## src/rtl/acia_rx_sampler.sv

```systemverilog
// 8N1 asynchronous serial receiver for the ACIA: two-flop synchronizer, per-bit
// cycle counter, and a 3-sample majority vote around mid-bit.
module acia_rx_sampler #(
  parameter int SCW     = 12,
  parameter int sym_cnt = 2604
) (
  input  logic       clk,
  input  logic       rst_n,
  input  logic       rx_serial,
  output logic [7:0] rx_dat,
  output logic       rx_stb,
  output logic       rx_err,
  output logic       rx_busy
);

  localparam int HALF = sym_cnt / 2;
  localparam logic [SCW-1:0] CNT_PRE  = SCW'(HALF - 1);
  localparam logic [SCW-1:0] CNT_HALF = SCW'(HALF);
  localparam logic [SCW-1:0] CNT_MID  = SCW'(HALF + 1);
  localparam logic [SCW-1:0] CNT_LAST = SCW'(sym_cnt - 1);

  typedef enum logic [2:0] {IDLE, START, DATA, STOP, BREAK} state_t;

  state_t         state, state_nxt;
  logic           rx_meta, rxs, rxs_d;
  logic [SCW-1:0] cnt;
  logic [2:0]     bit_idx;
  logic [7:0]     shift;
  logic           smp_a, smp_b;
  logic           fall, mid, sym_end, maj, frame_done;

  // Synchronizer resets to the idle level so reset release never looks like a start.
  always_ff @(posedge clk or negedge rst_n) begin
    if (!rst_n) begin
      rx_meta <= 1'b1;
      rxs     <= 1'b1;
      rxs_d   <= 1'b1;
    end else begin
      // NOTE: non-blocking assignments make each flop take the previous stage's old value.
      rx_meta <= rx_serial;
      rxs     <= rx_meta;
      rxs_d   <= rxs;
    end
  end

  assign fall       = rxs_d & ~rxs;
  assign mid        = (cnt == CNT_MID);
  assign sym_end    = (cnt == CNT_LAST);
  assign maj        = (smp_a & smp_b) | (smp_a & rxs) | (smp_b & rxs);
  assign frame_done = (state == STOP) && mid;
  assign rx_busy    = (state != IDLE);

  always_ff @(posedge clk or negedge rst_n) begin
    if (!rst_n) state <= IDLE;
    else        state <= state_nxt;
  end

  always_comb begin
    // NOTE: default first so every path assigns state_nxt and no latch is inferred.
    state_nxt = state;
    case (state)
      IDLE:  if (fall) state_nxt = START;
      START: begin
        if (mid && maj)   state_nxt = IDLE;
        else if (sym_end) state_nxt = DATA;
      end
      DATA:  if (sym_end && bit_idx == 3'd7) state_nxt = STOP;
      STOP:  if (mid) state_nxt = maj ? IDLE : BREAK;
      BREAK: if (rxs) state_nxt = IDLE;
      default: state_nxt = IDLE;
    endcase
  end

  // The edge-detect cycle counts as 0, so the start bit is timed from its first low sample.
  always_ff @(posedge clk or negedge rst_n) begin
    if (!rst_n) begin
      cnt     <= '0;
      bit_idx <= '0;
      smp_a   <= 1'b1;
      smp_b   <= 1'b1;
      shift   <= '0;
    end else begin
      if (state == IDLE)  cnt <= fall ? SCW'(1) : '0;
      else if (sym_end)   cnt <= '0;
      else                cnt <= cnt + SCW'(1);

      if (cnt == CNT_PRE)  smp_a <= rxs;
      if (cnt == CNT_HALF) smp_b <= rxs;

      if (state == START)                bit_idx <= '0;
      else if (state == DATA && sym_end) bit_idx <= bit_idx + 3'd1;

      if (state == DATA && mid) shift <= {maj, shift[7:1]};
    end
  end

  always_ff @(posedge clk or negedge rst_n) begin
    if (!rst_n) begin
      rx_dat <= 8'h00;
      rx_stb <= 1'b0;
      rx_err <= 1'b0;
    end else begin
      rx_stb <= frame_done;
      if (frame_done) begin
        rx_dat <= shift;
        rx_err <= ~maj;
      end
    end
  end

endmodule

```

## config.mk

```make
export PLATFORM = sky130hd
export DESIGN_NAME = acia_rx_sampler
export DESIGN_NICKNAME = d
export VERILOG_FILES = /design/src/rtl/acia_rx_sampler.sv
export SDC_FILE = /design/constraint.sdc
export NUM_CORES = 1
export LEC_CHECK = 0
export CAP_MARGIN = 10
export CORE_AREA = 2 2 64 66
export DETAILED_ROUTE_END_ITERATION = 7
export DIE_AREA = 0 0 66 68
export GPL_TIMING_DRIVEN = 0
export PLACE_DENSITY = 0.74
export SETUP_SLACK_MARGIN = 0.4
export SLEW_MARGIN = 20
export SYNTH_ARGS = -nofsm -noshare
export SYNTH_HDL_FRONTEND = slang
export SYNTH_SLANG_ARGS = --single-unit
```

## constraint.sdc

```tcl
create_clock -name clk -period 2.05 [get_ports clk]
set_input_delay 0.3075 -clock clk [delete_from_list [all_inputs] [get_ports clk]]
set_output_delay 0.3075 -clock clk [all_outputs]
set_load 0.01 [all_outputs]
```

==> flow_summary_export.csv <==
group,metric,value,unit
logic_synthesis,synth.top_cell.area_share,47.0,%
logic_synthesis,synth_largest_area_cell,"dfrtp_1",
detailed_routing,wl_per_cell,16.5,um
detailed_routing,firstDrtPassIters,4,
logic_synthesis,synth_edf_count,0,
logic_synthesis,synth_seq_area_share,53.9,%
floorplanning,dieHeight,68,um
logic_synthesis,syn-num-nets,169,
placement,io_buffers,13,
logic_synthesis,synth.most_common_cell,"dfrtp_1",
timing,rsz0062_at_grt,"true",
timing,hold_viol,0,
setup_path,cp_data_arrival_time,1.87,ns
clocking,clockBufferDepth,2,
power_and_ir_drop,vdd_drop_max,0.458,mV
setup_path,worstPathBufferInverterCount,1,
setup_path,max_stage_delay,0.41,ns
timing,finalSetupTns,0,ns
logic_synthesis,synthCells,161,
logic_synthesis,synth_cell_types,40,
timing,max_freq,591,MHz
global_routing,grt_pass1_vias,1334,
setup_path,path_depth,6,
setup_path,crit_path_start,"cnt[0]",
timing,post-route-period-util,82.6,%
setup_path,crit_chain,"ha_4, and4b_1, nand4_4, nor3_4, buf_12, mux2_4",
outcome,status,"finished clean",
logic_synthesis,async_reset_ff_share,100,%
setup_path,critPathCaptureType,"register",
setup_path,reg2reg_slack,0.36,ns
setup_path,reg2reg_depth,6,
floorplanning,row_count,23,
clocking,cts_num_sinks,41,
setup_path,cp.required,2.23,ns
placement,gp_congestion,0.860,
logic_synthesis,yosys_warnings,0,
floorplanning,io_pins,14,
power_and_ir_drop,power.density,797,mW/mm^2
floorplanning,dieWidth,66,um
timing,drv_slew,0,
detailed_routing,vias,1322,
final_layout,drive_above_1_share,31.6,%
final_layout,synthToLayoutAreaGrowth,28.2,%
logic_synthesis,synth_seq_cells,41,
logic_synthesis,synth_area,0.00192,sq mm
timing,slew_headroom,67.2,%
timing,setup_violations,0,
power_and_ir_drop,p_leak,1.07,nW
setup_path,crit_type,"reg2reg",
final_layout,antenna_cells,0,
setup_path,cp_max_fo,8,
clocking,cts_tree,"done",
global_routing,grt_usage,19.9,%
floorplanning,die_area,0.00449,sq mm
global_routing,overflow,0,
clocking,h-tree-depth,2,
clocking,cts_inserted_buffers,5,
timing,period_needed,1.69,ns
detailed_routing,drtAntennaViolNets,0,
min_path,hold_end,"rxs",
timing,skew,0.00429,ns
setup_path,reg2reg_to,"shift[7]",
logic_synthesis,ys.flop_type,"dfrtp_1",
logic_synthesis,synthTopCellsByCount,"dfrtp_1 (36), mux2_2 (19), nor2_1 (17), nand3_1 (11), inv_1 (8)",
timing,fin_hold_ws,0.364,ns
detailed_routing,drtIter0Drc,67,
global_routing,antenna_found_initial,0,
global_routing,grt_pass1_wl,6560,um
detailed_routing,drc,0,
final_layout,final_nets,197,
clocking,insertion_delay,0.29,ns
timing,worstMarginPinSlew,0.492,ns
logic_synthesis,avgSynthCellArea,11.9,sq um
clocking,root_buffer,"clkbuf_8",
job,drv_cap,0,
min_path,worstHoldStart,"rx_meta",
floorplanning,start_util,49.7,%
min_path,hp-class,"reg2reg",
placement,dpl.hpwl,2580,um
clocking,clkTransAtPathRegs,0.08,ns
setup_path,startpoint_type,"register",
global_routing,grt_start_max_net_pins,22,
setup_path,crit_family,"simple AND/OR/NAND/NOR gates",
detailed_routing,routed_wl,3970,um
floorplanning,coreArea,0.00386,sq mm
detailed_routing,viasPerCell,5.51,
min_path,worstHoldPathCells,0,
setup_path,reg2reg_from,"cnt[0]",
logic_synthesis,netlist_top_cells_area,"dfrtp_1 (47%), mux2_2 (11%), dfstp_2 (6.9%)",
setup_path,worst_path_max_delay_cell,"dfrtp_1",
==> how the worst max path moves through the flow <==
stage               endpoint  slack [ns]
global placement    shift[3]       -0.22
finish              shift[7]        0.36
CTS                 shift[7]        0.30
global route        shift[7]        0.30
detailed placement  shift[4]        0.09
floorplan           shift[0]        0.30
==> logic make-up (layout without fill, tap and decap cells) <==
kind of cell | Yosys count | in the layout | synth area share (%)
DFF | 41 | 41 | 53.9
muxes | 20 | 20 | 11.7
AOI/OAI and AO/OA | 11 | 11 | 4.57
buffers and inverters | 14 | 43 | 3.46
adders and majority gates | 6 | 6 | 3.79
xor gates and xnor gates | 10 | 10 | 4.57
and+or+nand+nor | 59 | 59 | 18.0
==> flip-flops by register name, summed over array words and instances (netlist names), 3 cells and up <==
name,cells
cnt,12
rx_dat,8
shift,8
bit_idx,3
state,3
==> cells in the final DEF, fill, tap and decap left out, types with 2 or more instances in the layout <==
| cell type | count |
|---|---|
| buf_12 | 2 |
| buf_2 | 2 |
| buf_4 | 5 |
| buf_6 | 2 |
| clkbuf_8 | 5 |
| clkdlybuf4s50_1 | 11 |
| dfrtp_1 | 33 |
| dfrtp_2 | 3 |
| dfstp_2 | 5 |
| ha_1 | 4 |
| inv_1 | 8 |
| mux2_2 | 4 |
| mux2_4 | 15 |
| nand2_1 | 5 |
| nand2b_1 | 2 |
| nand3_1 | 10 |
| nand4_1 | 6 |
| nor2_1 | 17 |
| nor3_1 | 4 |
| nor3_4 | 2 |
| nor4b_2 | 2 |
| o221ai_1 | 3 |
| xnor2_1 | 7 |
| xor2_1 | 3 |
==> metal layers <==
layer | track usage (%) | share of wire, % | vias up
met1 | 25.3 | 44 | 659
li1 | - | - | 626
met4 | 9.18 | 2.2 | 0
met5 | 0 | 0 | -
met3 | 5.26 | 2.9 | 8
met2 | 32.1 | 51 | 29
==> area by class of cell <==
type | instances | area, sq um
plain buffers | 6 | 50.0
clock buffers | 5 | 68.8
clock inverters | 3 | 46.3
fillers | 291 | 1400
inverters | 8 | 30.0
multi-input cells | 106 | 928
flip-flops and latches | 41 | 1040
well taps | 50 | 62.6
repair buffers | 21 | 234
==> report_power, final <==
part	switching, mW	internal, mW	total, mW
clock network	0.283	0.364	0.647
registers	0.0495	0.863	0.913
logic	0.225	0.173	0.398
==> metrics by stage <==
stage | area, sq um | util, % | total power, mW | instances | setup slack (ns)
final | 2460 | 63.7 | 1.96 | 240 | 0.357
after global routing | 2460 | 63.7 | 2.06 | 240 | 0.297
after CTS | 2420 | 62.8 | 1.95 | 239 | 0.303
after detailed placement | 2160 | 56.0 | 1.22 | 225 | 0.0853
after global placement | 2140 | 55.4 | 1.20 | 224 | -0.220
after floorplan | 1940 | - | 1.13 | 161 | 0.297
==> repair_timing <==
action | CTS | global route
endpoints found under the hold margin | 16 | 0
setup endpoints to repair | 33 | 34
resized for setup | 21 | 8
pin swaps | 5 | 2
buffers inserted | 5 | 1
hold buffers | 1 | 0
Note: power is estimated with default switching activity, not from simulation.
